<file path="src/rtl/cd_sector_tx_if.sv">
// Payload stream in and CD_D/CD_CK data port out of the sector transmitter.
interface cd_sector_tx_if;
  logic [15:0] IN_DATA;
  logic        IN_VALID;
  logic        IN_READY;
  logic [15:0] CD_D;
  logic        CD_CK;
  logic        CD_FULL;

  // master is the surrounding system (feeder + CD-block FIFO), slave is the transmitter
  modport master (output IN_DATA, IN_VALID, CD_FULL, input IN_READY, CD_D, CD_CK);
  modport slave  (input IN_DATA, IN_VALID, CD_FULL, output IN_READY, CD_D, CD_CK);
endinterface

</file>
<file path="src/rtl/cd_sector_tx.sv">
// Paced raw-sector transmitter: 12-byte sync + SECT_WORDS payload words per sector,
// one registered CD_CK strobe per word period, stalled by CD_FULL or an empty FIFO.
module cd_sector_tx #(
  parameter int DIV        = 500,
  parameter int SECT_WORDS = 1170
) (
  input  logic          CLK,
  input  logic          RST_N,
  input  logic          PLAY,
  input  logic          SPEED,
  input  logic          FLUSH,
  cd_sector_tx_if.slave io,
  output logic          BUSY,
  output logic          SECT_DONE,
  output logic          UNDERRUN,
  output logic [15:0]   SECTOR_CNT
);
  localparam int IW = $clog2(SECT_WORDS);
  localparam logic [IW-1:0] IDX_ONE   = IW'(1);
  localparam logic [IW-1:0] SYNC_LAST = IW'(5);
  localparam logic [IW-1:0] DATA_LAST = IW'(SECT_WORDS - 1);

  typedef enum logic [1:0] {IDLE, SYNC, DATA} state_t;

  state_t          state_q, state_d;
  logic [15:0]     cnt_q, cnt_d;
  logic [IW-1:0]   idx_q, idx_d;
  logic [3:0][15:0] mem_q, mem_d;
  logic [1:0]      wp_q, wp_d, rp_q, rp_d;
  logic [2:0]      lvl_q, lvl_d;
  logic [15:0]     cd_d_q, cd_d_d;
  logic            cd_ck_q, cd_ck_d;
  logic            done_q, done_d;
  logic            under_q, under_d;
  logic [15:0]     scnt_q, scnt_d;

  logic [15:0] period_m1, sync_word;
  logic        due, strobe, push, pop, flush_ok;

  assign period_m1 = SPEED ? 16'(DIV / 2 - 1) : 16'(DIV - 1);

  // Low byte goes out first on the disc, so the 00 FF..FF 00 pattern packs as below
  always_comb begin
    unique case (idx_q[2:0])
      3'd0:    sync_word = 16'hFF00;
      3'd5:    sync_word = 16'h00FF;
      default: sync_word = 16'hFFFF;
    endcase
  end

  always_comb begin
    state_d  = state_q;
    cnt_d    = cnt_q;
    idx_d    = idx_q;
    mem_d    = mem_q;
    wp_d     = wp_q;
    rp_d     = rp_q;
    cd_d_d   = cd_d_q;
    cd_ck_d  = 1'b0;
    done_d   = 1'b0;
    under_d  = under_q;
    scnt_d   = scnt_q + 16'(done_q);
    due      = (cnt_q == 16'd0);
    strobe   = 1'b0;
    pop      = 1'b0;
    flush_ok = FLUSH && (state_q == IDLE);

    unique case (state_q)
      IDLE: if (PLAY) begin
        state_d = SYNC;
        idx_d   = '0;
        cnt_d   = period_m1;
      end
      SYNC: begin
        strobe = due && !io.CD_FULL;
        if (strobe) begin
          cd_d_d = sync_word;
          if (idx_q == SYNC_LAST) begin
            state_d = DATA;
            idx_d   = '0;
          end else idx_d = idx_q + IDX_ONE;
        end
      end
      DATA: begin
        strobe = due && !io.CD_FULL && (lvl_q != 3'd0);
        if (due && lvl_q == 3'd0) under_d = 1'b1;
        if (strobe) begin
          pop    = 1'b1;
          cd_d_d = mem_q[rp_q];
          if (idx_q == DATA_LAST) begin
            done_d  = 1'b1;
            idx_d   = '0;
            state_d = PLAY ? SYNC : IDLE;
          end else idx_d = idx_q + IDX_ONE;
        end
      end
      default: state_d = IDLE;
    endcase

    // Reload on the strobe itself so back-to-back words are exactly one period apart
    if (strobe) begin
      cd_ck_d = 1'b1;
      cnt_d   = period_m1;
    end else if (state_q != IDLE && !due) begin
      cnt_d = cnt_q - 16'd1;
    end

    push = io.IN_VALID && io.IN_READY && !flush_ok;
    if (push) begin
      mem_d[wp_q] = io.IN_DATA;
      wp_d        = wp_q + 2'd1;
    end
    if (pop) rp_d = rp_q + 2'd1;
    lvl_d = lvl_q + 3'(push) - 3'(pop);

    if (flush_ok) begin
      wp_d    = '0;
      rp_d    = '0;
      lvl_d   = '0;
      under_d = 1'b0;
    end
  end

  always_ff @(posedge CLK or negedge RST_N) begin
    if (!RST_N) begin
      state_q <= IDLE;
      cnt_q   <= '0;
      idx_q   <= '0;
      mem_q   <= '0;
      wp_q    <= '0;
      rp_q    <= '0;
      lvl_q   <= '0;
      cd_d_q  <= '0;
      cd_ck_q <= 1'b0;
      done_q  <= 1'b0;
      under_q <= 1'b0;
      scnt_q  <= '0;
    end else begin
      state_q <= state_d;
      cnt_q   <= cnt_d;
      idx_q   <= idx_d;
      mem_q   <= mem_d;
      wp_q    <= wp_d;
      rp_q    <= rp_d;
      lvl_q   <= lvl_d;
      cd_d_q  <= cd_d_d;
      cd_ck_q <= cd_ck_d;
      done_q  <= done_d;
      under_q <= under_d;
      scnt_q  <= scnt_d;
    end
  end

  assign io.CD_D     = cd_d_q;
  assign io.CD_CK    = cd_ck_q;
  assign io.IN_READY = (lvl_q != 3'd4);
  assign BUSY        = (state_q != IDLE);
  assign SECT_DONE   = done_q;
  assign UNDERRUN    = under_q;
  assign SECTOR_CNT  = scnt_q;
endmodule

</file>
<file path="src/flat_wrapper.sv">
// flat-port wrapper written by rule: the top's interface ports become plain ports
module cd_sector_tx_flat 
#(
  parameter int DIV        = 500,
  parameter int SECT_WORDS = 1170
)
  (CLK, RST_N, PLAY, SPEED, FLUSH, BUSY, SECT_DONE, UNDERRUN, SECTOR_CNT, io_IN_DATA, io_IN_VALID, io_CD_FULL, io_IN_READY, io_CD_D, io_CD_CK);
  cd_sector_tx_if io_i ();
  input  logic CLK;
  input  logic RST_N;
  input  logic PLAY;
  input  logic SPEED;
  input  logic FLUSH;
  output logic BUSY;
  output logic SECT_DONE;
  output logic UNDERRUN;
  output logic [15:0] SECTOR_CNT;
  input wire logic [$bits(io_i.IN_DATA)-1:0] io_IN_DATA;
  input wire logic [$bits(io_i.IN_VALID)-1:0] io_IN_VALID;
  input wire logic [$bits(io_i.CD_FULL)-1:0] io_CD_FULL;
  output wire logic [$bits(io_i.IN_READY)-1:0] io_IN_READY;
  output wire logic [$bits(io_i.CD_D)-1:0] io_CD_D;
  output wire logic [$bits(io_i.CD_CK)-1:0] io_CD_CK;
  assign io_i.IN_DATA = io_IN_DATA;
  assign io_i.IN_VALID = io_IN_VALID;
  assign io_i.CD_FULL = io_CD_FULL;
  assign io_IN_READY = io_i.IN_READY;
  assign io_CD_D = io_i.CD_D;
  assign io_CD_CK = io_i.CD_CK;
  cd_sector_tx #(.DIV(DIV), .SECT_WORDS(SECT_WORDS)) u_core (.CLK(CLK), .RST_N(RST_N), .PLAY(PLAY), .SPEED(SPEED), .FLUSH(FLUSH), .io(io_i), .BUSY(BUSY), .SECT_DONE(SECT_DONE), .UNDERRUN(UNDERRUN), .SECTOR_CNT(SECTOR_CNT));
endmodule
</file>
<file path="config.mk">
export PLATFORM = sky130hd
export DESIGN_NAME = cd_sector_tx_flat
export DESIGN_NICKNAME = d
export VERILOG_FILES = /design/src/rtl/cd_sector_tx_if.sv /design/src/rtl/cd_sector_tx.sv /design/src/flat_wrapper.sv
export SDC_FILE = /design/constraint.sdc
export NUM_CORES = 1
export LEC_CHECK = 0
export ABC_AREA = 1
export ABC_CLOCK_PERIOD_IN_PS = 6700
export CORE_MARGIN = 2
export CORE_UTILIZATION = 47
export DETAILED_ROUTE_END_ITERATION = 7
export PLACE_DENSITY_LB_ADDON = 0.15
export SYNTH_ARGS = -nofsm -noshare
export SYNTH_HDL_FRONTEND = slang
export SYNTH_SLANG_ARGS = --single-unit
</file>
<file path="constraint.sdc">
create_clock -name CLK -period 6.7 [get_ports CLK]
set_clock_uncertainty 0.15 [all_clocks]
set_input_delay 1.005 -clock CLK [delete_from_list [all_inputs] [get_ports CLK]]
set_output_delay 1.005 -clock CLK [all_outputs]
set_load 0.02 [all_outputs]
</file>
---- After elaboration in Yosys (flattened, before gate mapping) ----
Index checks and enable logic that the tools add are counted.
storage, ports and cells
  bits in registers ....................... 135
  bits of input ports ..................... 23
operators by class
  add/sub/neg operators ................... 7
  $lt $le $gt $ge ......................... 3
  eq/ne operators ......................... 11
  muxes and demuxes ....................... 42
  reductions and logical operators ........ 30
operators by type and width
  operator               number
  $mux 16                8
  $bwmux 64              1
  $pmux 16 s2            2
  $mux 11                5
  $pmux 11 s3            1
  $bmux 16 s2            1
  $demux 16 s2           1
  $mux 2                 9
  $add 16x1->16          1
  $logic_not 16->1       1
  $sub 16x1->16 const B  1
  $reduce_bool 2->1      6
  $reduce_bool 3->1      4
  $add 11x1->11 const B  1
  $eq 11x11->1 const B   1
  $eq 11x3->1 const B    1
  $mux 1                 10
  $mux 9                 1
  $logic_and 1x1->1      8
  $ne 2x1->1 const B     4
  $logic_not 3->1        2
  $lt 2x3->1 const B     2
  $pmux 2 s3             1
  $reduce_and 5->1       1
  16 further kinds       20

---- Depth between registers and ports, before layout ----
Gate-level depths: netlist (run 1).
  depth in word-level cells ............... 7
  depth in mapped cells ................... 13
  gate-level depth less buffers ........... 13

---- Least setup slack after synthesis (run 1) ----
No wires, ideal clock.
  kind .................................... input-to-reg
  start point ............................. input port io_CD_FULL
  end point ............................... register u_core.lvl_q[2]
  arrival time ............................ 2.220 ns
  required time ........................... 6.464 ns
  slack ................................... 4.244 ns
  cell stages on the path ................. 8
  buffers on the path ..................... 0
  cell sequence ........................... nor2_4 > nand2_1 > xor2_1 > ha_1 > inv_1 > fa_1 > and3_1 > nor3_1
on the way
  cells in the longest elaborated chain, start to end .. 7
ends and longest elaborated chain
  item                            line                 RTL
  start: declaration              flat_wrapper.sv:20   input wire logic [$bits(io_i.CD_FULL)-1:0] io_CD_FULL;
  $logic_not 1->1                 cd_sector_tx.sv:85   strobe = due && !io.CD_FULL && (lvl_q != 3'd0);
  $logic_and 1x1->1 (2 in a row)  cd_sector_tx.sv:85
  $mux 1                          cd_sector_tx.sv:87   if (strobe) begin
  $mux 1                          cd_sector_tx.sv:68   unique case (state_q)
  $sub 3x1->3                     cd_sector_tx.sv:114  lvl_d = lvl_q + 3'(push) - 3'(pop);
  $mux 3                          cd_sector_tx.sv:116  if (flush_ok) begin
  via u_core.lvl_d[2]             cd_sector_tx.sv:30   logic [2:0] lvl_q, lvl_d;
  end signal: assignment          cd_sector_tx.sv:145  lvl_q <= lvl_d;
  end: declaration                cd_sector_tx.sv:30
The timed path passes the listed nets, and every way through them passes these cells.
A chain may end at the register's enable or synchronous reset.

---- Worst setup path in the final report (run 1) ----
  start point ............................. register u_core.state_q[0]
  end point ............................... output port BUSY
on the way
  cells in the longest elaborated chain, start to end .. 1
ends and longest elaborated chain
  item                      line                 RTL
  start: declaration        cd_sector_tx.sv:25   state_t state_q, state_d;
  start signal: assignment  cd_sector_tx.sv:139  state_q <= state_d;
  $reduce_bool 2->1         cd_sector_tx.sv:157  assign BUSY = (state_q != IDLE);
  end: declaration          flat_wrapper.sv:14   output logic BUSY;
Every way passes these cells.

==> results of run 1 <==
-- power by group through the flow --
stage                     combinational (mW)  sequential (mW)  clock (mW)
after detailed placement                1.07             1.25           0
after global placement                  1.04             1.24           0
after CTS                               1.07             1.24       0.990
after global routing                    1.21             1.27        1.03
after floorplan                        0.721             1.26           0
final                                   1.06             1.24       0.973
-- synthesized netlist by cell type (2+ instances only) --
cell type / instances
o2111ai_1: 2
o211ai_1: 2
dfrtp_1: 135
o21a_1: 3
clkbuf_1: 24
a21oi_1: 26
nor2_1: 94
nand4_1: 12
xor2_1: 15
inv_1: 66
o21ai_1: 15
nor2_2: 2
buf_2: 8
xnor2_1: 7
o21ai_0: 132
ha_1: 16
nand3_1: 48
nand2_2: 6
nand2_1: 200
buf_6: 2
nor3_1: 3
nor2_4: 3
-- per-stage QoR --
step | cells | power [mW] | hold WS, ns | instance area, µm²
global placement | 1042 | 2.28 | 0.304 | 7430
CTS | 1072 | 3.30 | 0.323 | 8040
floorplan | 835 | 1.98 | 0.298 | 6750
global route | 1072 | 3.52 | 0.349 | 8040
detailed placement | 1042 | 2.31 | 0.311 | 7430
finish | 1072 | 3.27 | 0.323 | 8040
-- kinds of logic (layout without fill, tap and decap cells) --
group	after synthesis	in the layout
and+or+nand+nor	374	374
AOI/OAI and AO/OA	185	185
DFF	135	135
buffers and inverters	102	159
xor gates and xnor gates	22	22
adders and majority gates	17	17
-- how the worst max path moves through the flow --
stage / end / cells after the start
finish: BUSY / 4
global route: BUSY / 4
CTS: BUSY / 4
detailed placement: u_core.mem_q[34] / 6
global placement: u_core.mem_q[60] / 6
floorplan: u_core.lvl_q[2] / 8
-- layer usage --
| layer | vias up | share of wire | routed length (µm) |
|---|---|---|---|
| met5 | - | 0 | 0 |
| met4 | 0 | 0.0074 | 112 |
| met3 | 9 | 0.039 | 601 |
| met2 | 128 | 0.47 | 7220 |
| met1 | 2696 | 0.48 | 7310 |
| li1 | 2809 | - | - |
-- worst max-delay path, cell delays in order, from the launching register on --
cell and delay [ns]:
dfrtp_1 0.39, inv_1 0.08, ha_1 0.26, inv_1 0.15
clkdlybuf4s50_1 0.63
-- sequential cells by signal, summed over array words and instances (netlist names) --
register           cells
u_core.io.CD_CK        1
u_core.UNDERRUN        1
u_core.wp_q            2
u_core.rp_q            2
u_core.state_q         2
u_core.SECT_DONE       1
u_core.mem_q          64
u_core.SECTOR_CNT     16
u_core.idx_q          11
u_core.cnt_q          16
u_core.io.CD_D        16
u_core.lvl_q           3
-- area by class of cell --
cell class,instances,area (µm²)
fill,1224,5900
inverter,67,251
sequential,135,3380
clock buffer,23,468
tap,180,225
clock inverter,7,144
timing repair buffer,62,611
multi-input combinational,598,2960
==> results.py, run 1 <==
metrics = {
    "sta": {
        "fin_crit_ns": 3.07,
        "worst-slew-pin-transition_ns": 1.13,
        "setup_viol": 0,
        "rsz0062_at_grt": "false",
        "slew_viol_final": 0,
        "fin_crit_sh": 0.458,
        "setup_tns_ns": 0,
        "fin_ws_ns": 3.63,
        "max_freq_mhz": 326,
        "finalHoldViolations": 0,
        "slew_headroom": 0.245,
    },
    "cts": {
        "cts_resized": 0,
        "cts_root_buffer": "clkbuf_16",
        "postCtsSetupRepairBufs": 0,
        "path_clk_slew_ns": 0.05,
        "clk_latency_ns": 0.41,
        "cts_buffers": 17,
        "htreeDepth": 4,
        "cts_tree": "done",
        "clockBufferDepth": 2,
        "ctsHoldBuffers": 0,
        "cts.sink_count": 135,
    },
    "layout": {
        "layout_common_cells": "200 x nand2_1, 135 x dfrtp_1, 132 x o21ai_0",
        "final_util": 0.577,
        "area.growth.synth_to_final_pct": 19.1,
        "diodes": 0,
        "nets": 921,
        "final_layout_size_suffix_gt1_frac": 0.0527,
        "final_common_cell": "nand2_1",
    },
    "logic_synthesis": {
        "synth-seq-cells": 135,
        "async_flop_share": 1.00,
        "synthAdderAreaFrac": 0.0326,
        "synth_top_area_frac": 0.501,
        "synth.cell_area_um2": 6750,
        "synth.area.top_cells": "dfrtp_1 50%, nand2_1 11%, o21ai_0 9.8%",
        "ys_warn_count": 0,
        "synthCells": 835,
        "synth_compound_area_frac": 0.146,
        "yosysSeqAreaShare": 0.501,
        "synthFlopType": "dfrtp_1",
        "syn_avg_cell_area_um2": 8.08,
        "synth_nets": 875,
        "synth_top_family_by_area": "simple AND/OR/NAND/NOR gates",
        "synthSimpleGateAreaFrac": 0.232,
        "synthXorXnorAreaFrac": 0.0286,
        "yosysUniqueCellTypes": 36,
        "synthMuxAreaShare": 0,
        "yosysTopAreaCell": "dfrtp_1",
        "synth-edff-count": 0,
    },
    "place": {
        "numPortBuffers": 59,
        "place_ws_ns": 3.48,
        "gp_congestion": 0.875,
        "dpl.hpwl_um": 9830,
    },
    "floorplan": {
        "die_w_um": 124,
        "num_io_pins": 60,
        "core_area_um2": 13900,
        "rows": 43,
        "die_area_um2": 15300,
        "dieHeight_um": 124,
        "start_util": 0.484,
    },
    "detailed_routing": {
        "via_count": 5642,
        "first_pass_iters": 7,
        "drc_errors": 0,
        "post_drt_wl_per_cell_um": 14.2,
        "drt_iter0_markers": 500,
        "ant_nets": 0,
        "drt_wl_total_um": 15200,
        "viasPerCell": 5.26,
    },
    "status": {
        "status": "finished clean",
    },
    "power": {
        "p_leak_nw": 3.84,
        "clockPowerShare": 0.297,
        "ir_drop_mv": 0.198,
        "power_density_nw_per_um2": 407,
        "p_sw_mw": 1.18,
        "sw_frac_of_total": 0.359,
        "seqPwrFrac": 0.378,
        "internal_power_mw": 2.10,
        "comb_power_share": 0.325,
    },
    "min_path": {
        "whs_endpoint": "u_core.SECTOR_CNT[15]",
        "holdPathStages": 1,
        "min_path_type": "flop to flop",
        "holdCritStartpoint": "u_core.SECTOR_CNT[15]",
    },
    "worst_setup_path": {
        "critPathCaptureType": "output port",
        "crit_type": "flop to output port",
        "reg2reg_depth": 11,
        "regToRegSetupSlack_ns": 3.90,
        "critPathArrivalTime_ns": 1.91,
        "r2r-start": "u_core.state_q[0]",
        "startpoint": "u_core.state_q[0]",
        "start_kind": "flop",
        "r2r_end": "u_core.lvl_q[2]",
        "path_max_fanout": 4,
        "critPathRequiredTime_ns": 5.54,
    },
    "global_route": {
        "grt_overflow": 0,
        "grt_usage": 0.218,
        "grtUsageMet1": 0.299,
        "antenna_found_initial": 0,
        "grt-busiest-layer": "met2",
        "met3_usage": 0.0481,
        "grt_pass1_wl_um": 26100,
        "gr-usage-met2": 0.350,
        "grt_max_degree": 77,
        "grt_pass1_vias": 5482,
    },
    "flow_run": {
        "cap_viol_max_count": 0,
    },
}
Power figures use the tool's default switching activity.
==> run 2: changes to the inputs <==
--- a/config.mk
+++ b/config.mk
@@ -6,7 +6,7 @@
 export NUM_CORES = 1
 export LEC_CHECK = 0
 export ABC_AREA = 1
-export ABC_CLOCK_PERIOD_IN_PS = 6700
+export ABC_CLOCK_PERIOD_IN_PS = 2900
 export CORE_MARGIN = 2
 export CORE_UTILIZATION = 47
 export DETAILED_ROUTE_END_ITERATION = 7
==> constraint.sdc (replaced) <==
create_clock -name CLK -period 2.9 [get_ports CLK]
set_clock_uncertainty 0.15 [all_clocks]
set_input_delay 0.435 -clock CLK [delete_from_list [all_inputs] [get_ports CLK]]
set_output_delay 0.435 -clock CLK [all_outputs]
set_load 0.02 [all_outputs]
==> run 2 against run 1 <==
- worst hold slack got worse by 0.0067 ns
- worst setup slack got worse by 3.4 ns
- first-iteration DRC count increased by 1.6%
- sequential power increased by 130%
- design area increased by 0.73%
- clock-buffer cell count decreased by 2
- final cell count increased by 1.2%
- total power increased by 130%
- flip-flop and latch count unchanged
- non-clock buffer count increased by 11
- die area unchanged
- core utilization increased by 0.42 points
- critical path type is now flop to flop
==> results.py, run 2 (synthesis gave the netlist of run 1 again) <==
metrics = {
    "detailed_routing": {
        "drt_wl_total_um": 16000,
        "ant_nets": 0,
        "first_pass_iters": 5,
        "post_drt_wl_per_cell_um": 14.7,
        "via_count": 5792,
        "drt_iter0_markers": 508,
        "viasPerCell": 5.34,
        "drc_errors": 0,
    },
    "layout": {
        "diodes": 0,
        "final_common_cell": "nand2_1",
        "fin_cells": 1085,
        "nets": 932,
        "largest_reg_flops": 64,
        "top_register": "u_core.mem_q",
        "final_layout_size_suffix_gt1_frac": 0.0663,
        "layout_common_cells": "200 x nand2_1, 135 x dfrtp_1, 132 x o21ai_0",
        "area.growth.synth_to_final_pct": 20.0,
    },
    "min_path": {
        "holdCritStartpoint": "u_core.SECTOR_CNT[15]",
        "whs_endpoint": "u_core.SECTOR_CNT[15]",
        "holdPathStages": 1,
        "min_path_type": "flop to flop",
    },
    "sta": {
        "setup_tns_ns": 0,
        "worst-slew-pin-transition_ns": 0.671,
        "setup_viol": 0,
        "finalHoldViolations": 0,
        "slew_headroom": 0.552,
        "slew_viol_final": 0,
        "fin_crit_ns": 2.63,
        "rsz0062_at_grt": "false",
        "fin_crit_sh": 0.907,
        "max_freq_mhz": 380,
    },
    "power": {
        "internal_power_mw": 4.68,
        "clockPowerShare": 0.280,
        "ir_drop_mv": 0.481,
        "comb_power_share": 0.336,
        "sw_frac_of_total": 0.373,
        "seqPwrFrac": 0.383,
        "p_leak_nw": 3.89,
        "p_sw_mw": 2.78,
        "power_density_nw_per_um2": 922,
    },
    "cts": {
        "path_clk_slew_ns": 0.06,
        "clockBufferDepth": 2,
        "postCtsSetupRepairBufs": 0,
        "cts_tree": "done",
        "clk_latency_ns": 0.42,
        "cts.sink_count": 135,
        "cts_root_buffer": "clkbuf_16",
        "cts_buffers": 17,
        "htreeDepth": 4,
    },
    "floorplan": {
        "start_util": 0.484,
        "rows": 43,
        "die_area_um2": 15300,
        "dieHeight_um": 124,
        "core_area_um2": 13900,
        "num_io_pins": 60,
        "die_w_um": 124,
    },
    "flow_run": {
        "cap_viol_max_count": 0,
    },
    "global_route": {
        "grt_overflow": 0,
        "grt_max_degree": 51,
        "antenna_found_initial": 0,
        "grt_pass1_vias": 5585,
        "grt_pass1_wl_um": 27100,
        "grt_usage": 0.227,
    },
    "worst_setup_path": {
        "critical_path.cell_chain": "inv_1, ha_1, nand3_1, nor2_2, nand2_2, nor2_4, nand2_1, xor2_1, ha_1, inv_1, fa_1, and3_1, nor3_1",
        "path_max_fanout": 5,
        "critPathMaxStageDelay_ns": 0.37,
        "r2r_end": "u_core.lvl_q[2]",
        "reg2reg_depth": 13,
        "critPathArrivalTime_ns": 2.81,
        "crit_type": "flop to flop",
        "cp_slowest_cell": "dfrtp_1",
        "critPathCaptureType": "flop",
        "critPathRequiredTime_ns": 3.08,
        "r2r-start": "u_core.cnt_q[0]",
        "regToRegSetupSlack_ns": 0.27,
        "start_kind": "flop",
    },
    "status": {
        "status": "finished clean",
    },
    "place": {
        "dpl.hpwl_um": 10500,
        "dp_cells": 1052,
        "gp_congestion": 0.883,
        "numPortBuffers": 59,
    },
}
==> run 2: cell types whose count changed in the layout (fill, tap and decap cells not counted) <==
cell,before,now
clkbuf_1,4,3
buf_4,4,13
clkinv_4,0,1
buf_12,0,1
clkinv_2,0,4
inv_6,1,3
clkinvlp_4,2,1
clkbuf_8,2,1
bufinv_16,4,2
dlygate4sd3_1,0,1
==> run 2: repair_timing <==
action                                 in CTS  in global routing
setup endpoints to repair                   0                  0
hold buffers                                1                  0
gates resized for setup                     0                  0
endpoints found under the hold margin      46                  0
==> run 2: final cells by class <==
class	instances	area (µm²)
fill	1239	5840
sequential	135	3380
multi-input combinational	598	2960
timing repair buffer	73	708
clock buffer	21	450
inverter	67	251
tap	180	225
clock inverter	11	123
==> run 2: critical path: cells and delay by family, from the launching register on <==
| family | cells | cell delay (ns) |
|---|---|---|
| and+or+nand+nor | 7 | 0.99 |
| DFF | 1 | 0.37 |
| adders and majority gates | 3 | 0.69 |
| buffers and inverters | 2 | 0.17 |
| xor gates and xnor gates | 1 | 0.17 |
==> run 2: per-stage QoR <==
stage                util  worst slack [ns]  power, mW  hold slack (ns)  instance area, µm²
floorplan               -             0.492       4.58          -0.0106                6750
global placement    0.539             0.377       5.29            0.303                7510
detailed placement  0.539             0.290       5.39            0.309                7510
CTS                 0.581             0.263       7.50            0.321                8100
global route        0.581           0.00447       8.06            0.341                8100
finish              0.581             0.270       7.47            0.316                8100
==> run 2: worst max path at each step <==
stage,depth (start not counted),to,start
after floorplan,13,u_core.lvl_q[2],u_core.cnt_q[0]
after global placement,13,u_core.lvl_q[2],u_core.cnt_q[0]
after detailed placement,13,u_core.lvl_q[2],u_core.cnt_q[0]
after CTS,13,u_core.lvl_q[2],u_core.cnt_q[0]
after global routing,13,u_core.lvl_q[2],u_core.cnt_q[0]
final,13,u_core.lvl_q[2],u_core.cnt_q[0]
==> run 2: per-layer routing <==
layer	vias to the layer above	part of all wire	global-route usage
met5	-	0	0
met4	0	0.014	0.0781
met3	16	0.046	0.0472
met2	151	0.48	0.370
met1	2787	0.46	0.303
li1	2838	-	-
==> run 2: power groups by stage <==
| stage | Combinational, mW | Clock [mW] | Sequential [mW] |
|---|---|---|---|
| floorplan | 1.67 | 0 | 2.91 |
| global placement | 2.43 | 0 | 2.85 |
| detailed placement | 2.51 | 0 | 2.88 |
| CTS | 2.53 | 2.12 | 2.85 |
| global route | 2.90 | 2.21 | 2.94 |
| finish | 2.51 | 2.09 | 2.86 |
==> run 3: changes to the inputs <==
--- a/config.mk
+++ b/config.mk
@@ -10,6 +10,7 @@
 export CORE_MARGIN = 2
 export CORE_UTILIZATION = 47
 export DETAILED_ROUTE_END_ITERATION = 7
+export MAX_ROUTING_LAYER = met4
 export PLACE_DENSITY_LB_ADDON = 0.15
 export SYNTH_ARGS = -nofsm -noshare
 export SYNTH_HDL_FRONTEND = slang
==> run 3 against run 2 <==
- worst hold slack is essentially flat
- largest cell class unchanged
- worst setup slack better by 0.00054 ns
- sequential power about the same
- highest routed layer unchanged
- critical path depth unchanged
- non-clock buffer count is the same
- register-to-register slack about the same
- design area is the same
- critical endpoint unchanged
- largest power group unchanged
- die area is the same
==> results.py, run 3 (synthesis gave the netlist of run 1 again) <==
metrics = {
    "power": {
        "p_total_mw": 7.47,
        "p_leak_nw": 3.89,
        "power_density_nw_per_um2": 922,
        "ir_drop_mv": 0.478,
    },
    "flow_run": {
        "cap_viol_max_count": 0,
    },
    "detailed_routing": {
        "viasPerCell": 5.33,
        "via_count": 5779,
        "first_pass_iters": 5,
        "ant_nets": 0,
        "post_drt_wl_per_cell_um": 14.7,
        "drt_iter0_markers": 602,
        "drt_wl_total_um": 16000,
        "drc_errors": 0,
    },
    "global_route": {
        "grt_pass1_vias": 5570,
        "grt_overflow": 0,
        "grt_usage": 0.235,
        "grt_pass1_wl_um": 27100,
        "grt_max_degree": 51,
        "antenna_found_initial": 0,
    },
    "floorplan": {
        "rows": 43,
        "die_area_um2": 15300,
        "num_io_pins": 60,
        "core_area_um2": 13900,
        "dieHeight_um": 124,
        "start_util": 0.484,
        "die_w_um": 124,
    },
    "cts": {
        "postCtsSetupRepairBufs": 0,
        "clk_latency_ns": 0.42,
        "htreeDepth": 4,
        "path_clk_slew_ns": 0.06,
        "cts_buffers": 17,
        "cts_root_buffer": "clkbuf_16",
        "cts_tree": "done",
        "cts.sink_count": 135,
        "clockBufferDepth": 2,
    },
    "worst_setup_path": {
        "path_max_fanout": 5,
        "critPathRequiredTime_ns": 3.08,
        "critPathCaptureType": "flop",
        "cp_num_buf_inv": 2,
        "critPathArrivalTime_ns": 2.81,
        "critical_path.cell_chain": "inv_1, ha_1, nand3_1, nor2_2, nand2_2, nor2_4, nand2_1, xor2_1, ha_1, inv_1, fa_1, and3_1, nor3_1",
        "cp_slowest_cell": "dfrtp_1",
        "cp_top_family": "simple AND/OR/NAND/NOR gates",
        "start_kind": "flop",
        "crit_type": "flop to flop",
        "critPathMaxStageDelay_ns": 0.37,
    },
    "layout": {
        "area.growth.synth_to_final_pct": 20.0,
        "diodes": 0,
        "top_register": "u_core.mem_q",
        "final_common_cell": "nand2_1",
        "final_layout_size_suffix_gt1_frac": 0.0663,
        "largest_reg_flops": 64,
        "nets": 932,
        "fill_cells": 1239,
        "layout_common_cells": "200 x nand2_1, 135 x dfrtp_1, 132 x o21ai_0",
    },
    "sta": {
        "slew_viol_final": 0,
        "finalHoldViolations": 0,
        "worst-slew-pin-transition_ns": 0.665,
        "setup_viol": 0,
        "setup_tns_ns": 0,
        "fin_crit_ns": 2.63,
        "slew_headroom": 0.556,
        "max_freq_mhz": 380,
        "fin_crit_sh": 0.907,
        "rsz0062_at_grt": "false",
        "fin_ws_ns": 0.271,
    },
    "place": {
        "dpl.hpwl_um": 10500,
        "gp_congestion": 0.898,
        "numPortBuffers": 59,
        "place_ws_ns": 0.290,
    },
    "min_path": {
        "min_path_type": "flop to flop",
    },
    "status": {
        "status": "finished clean",
    },
}
run 3: cell counts in the layout (fill, tap and decap cells not counted):
No cell type changed its count.
run 3: worst paths after layout:
kind	cells after the start	slack, ns	start	to
worst max-delay path	13	0.27	u_core.cnt_q[0]	u_core.lvl_q[2]
worst min-delay path	1	0.32	u_core.SECTOR_CNT[15]	u_core.SECTOR_CNT[15]
worst max register to register	13	0.27	u_core.cnt_q[0]	u_core.lvl_q[2]
worst min register to register	1	0.32	u_core.SECTOR_CNT[15]	u_core.SECTOR_CNT[15]
max in group asynchronous	3	1.44	RST_N	u_core.SECTOR_CNT[4]
min in group asynchronous	2	0.44	RST_N	u_core.state_q[0]
run 3: through the flow:
| stage | utilization | std cells | hold WS (ns) | area (µm²) |
|---|---|---|---|---|
| floorplan | - | 835 | -0.0106 | 6750 |
| global placement | 0.539 | 1052 | 0.303 | 7510 |
| detailed placement | 0.539 | 1052 | 0.309 | 7510 |
| CTS | 0.581 | 1085 | 0.321 | 8100 |
| global route | 0.581 | 1085 | 0.342 | 8100 |
| finish | 0.581 | 1085 | 0.316 | 8100 |
run 3: worst register-to-register path, stage by stage (launching register included):
cell     delay, ns
dfrtp_1       0.37
inv_1         0.11
ha_1          0.16
nand3_1       0.08
nor2_2        0.16
nand2_2       0.13
nor2_4        0.16
nand2_1       0.14
xor2_1        0.17
ha_1          0.16
inv_1         0.05
fa_1          0.37
and3_1        0.17
nor3_1        0.15
run 3: repair_timing:
action	4_1_cts	5_1_grt
endpoints found under the hold margin	46	0
hold buffers	1	0
gates resized for setup	0	0
run 3: layout make-up:
class                   instances  area [µm²]  share of cell area
well taps                     180         225              0.0278
multi-input cells             598        2960               0.366
repair buffers                 73         708              0.0875
clock inverters                11         123              0.0151
flip-flops and latches        135        3380               0.417
clock buffers                  21         450              0.0556
inverters                      67         251              0.0311
run 3: power by group:
part,internal (mW),leakage (nW),switching [mW]
registers,2.50,1.74,0.361
logic,0.891,1.86,1.62
clock network,1.29,0.282,0.804
total,4.68,3.89,2.78
run 3: routing by layer:
metal	track usage	wire length [µm]
met1	0.305	7350
met2	0.368	7720
met3	0.0513	715
met4	0.0781	204
met5	-	0
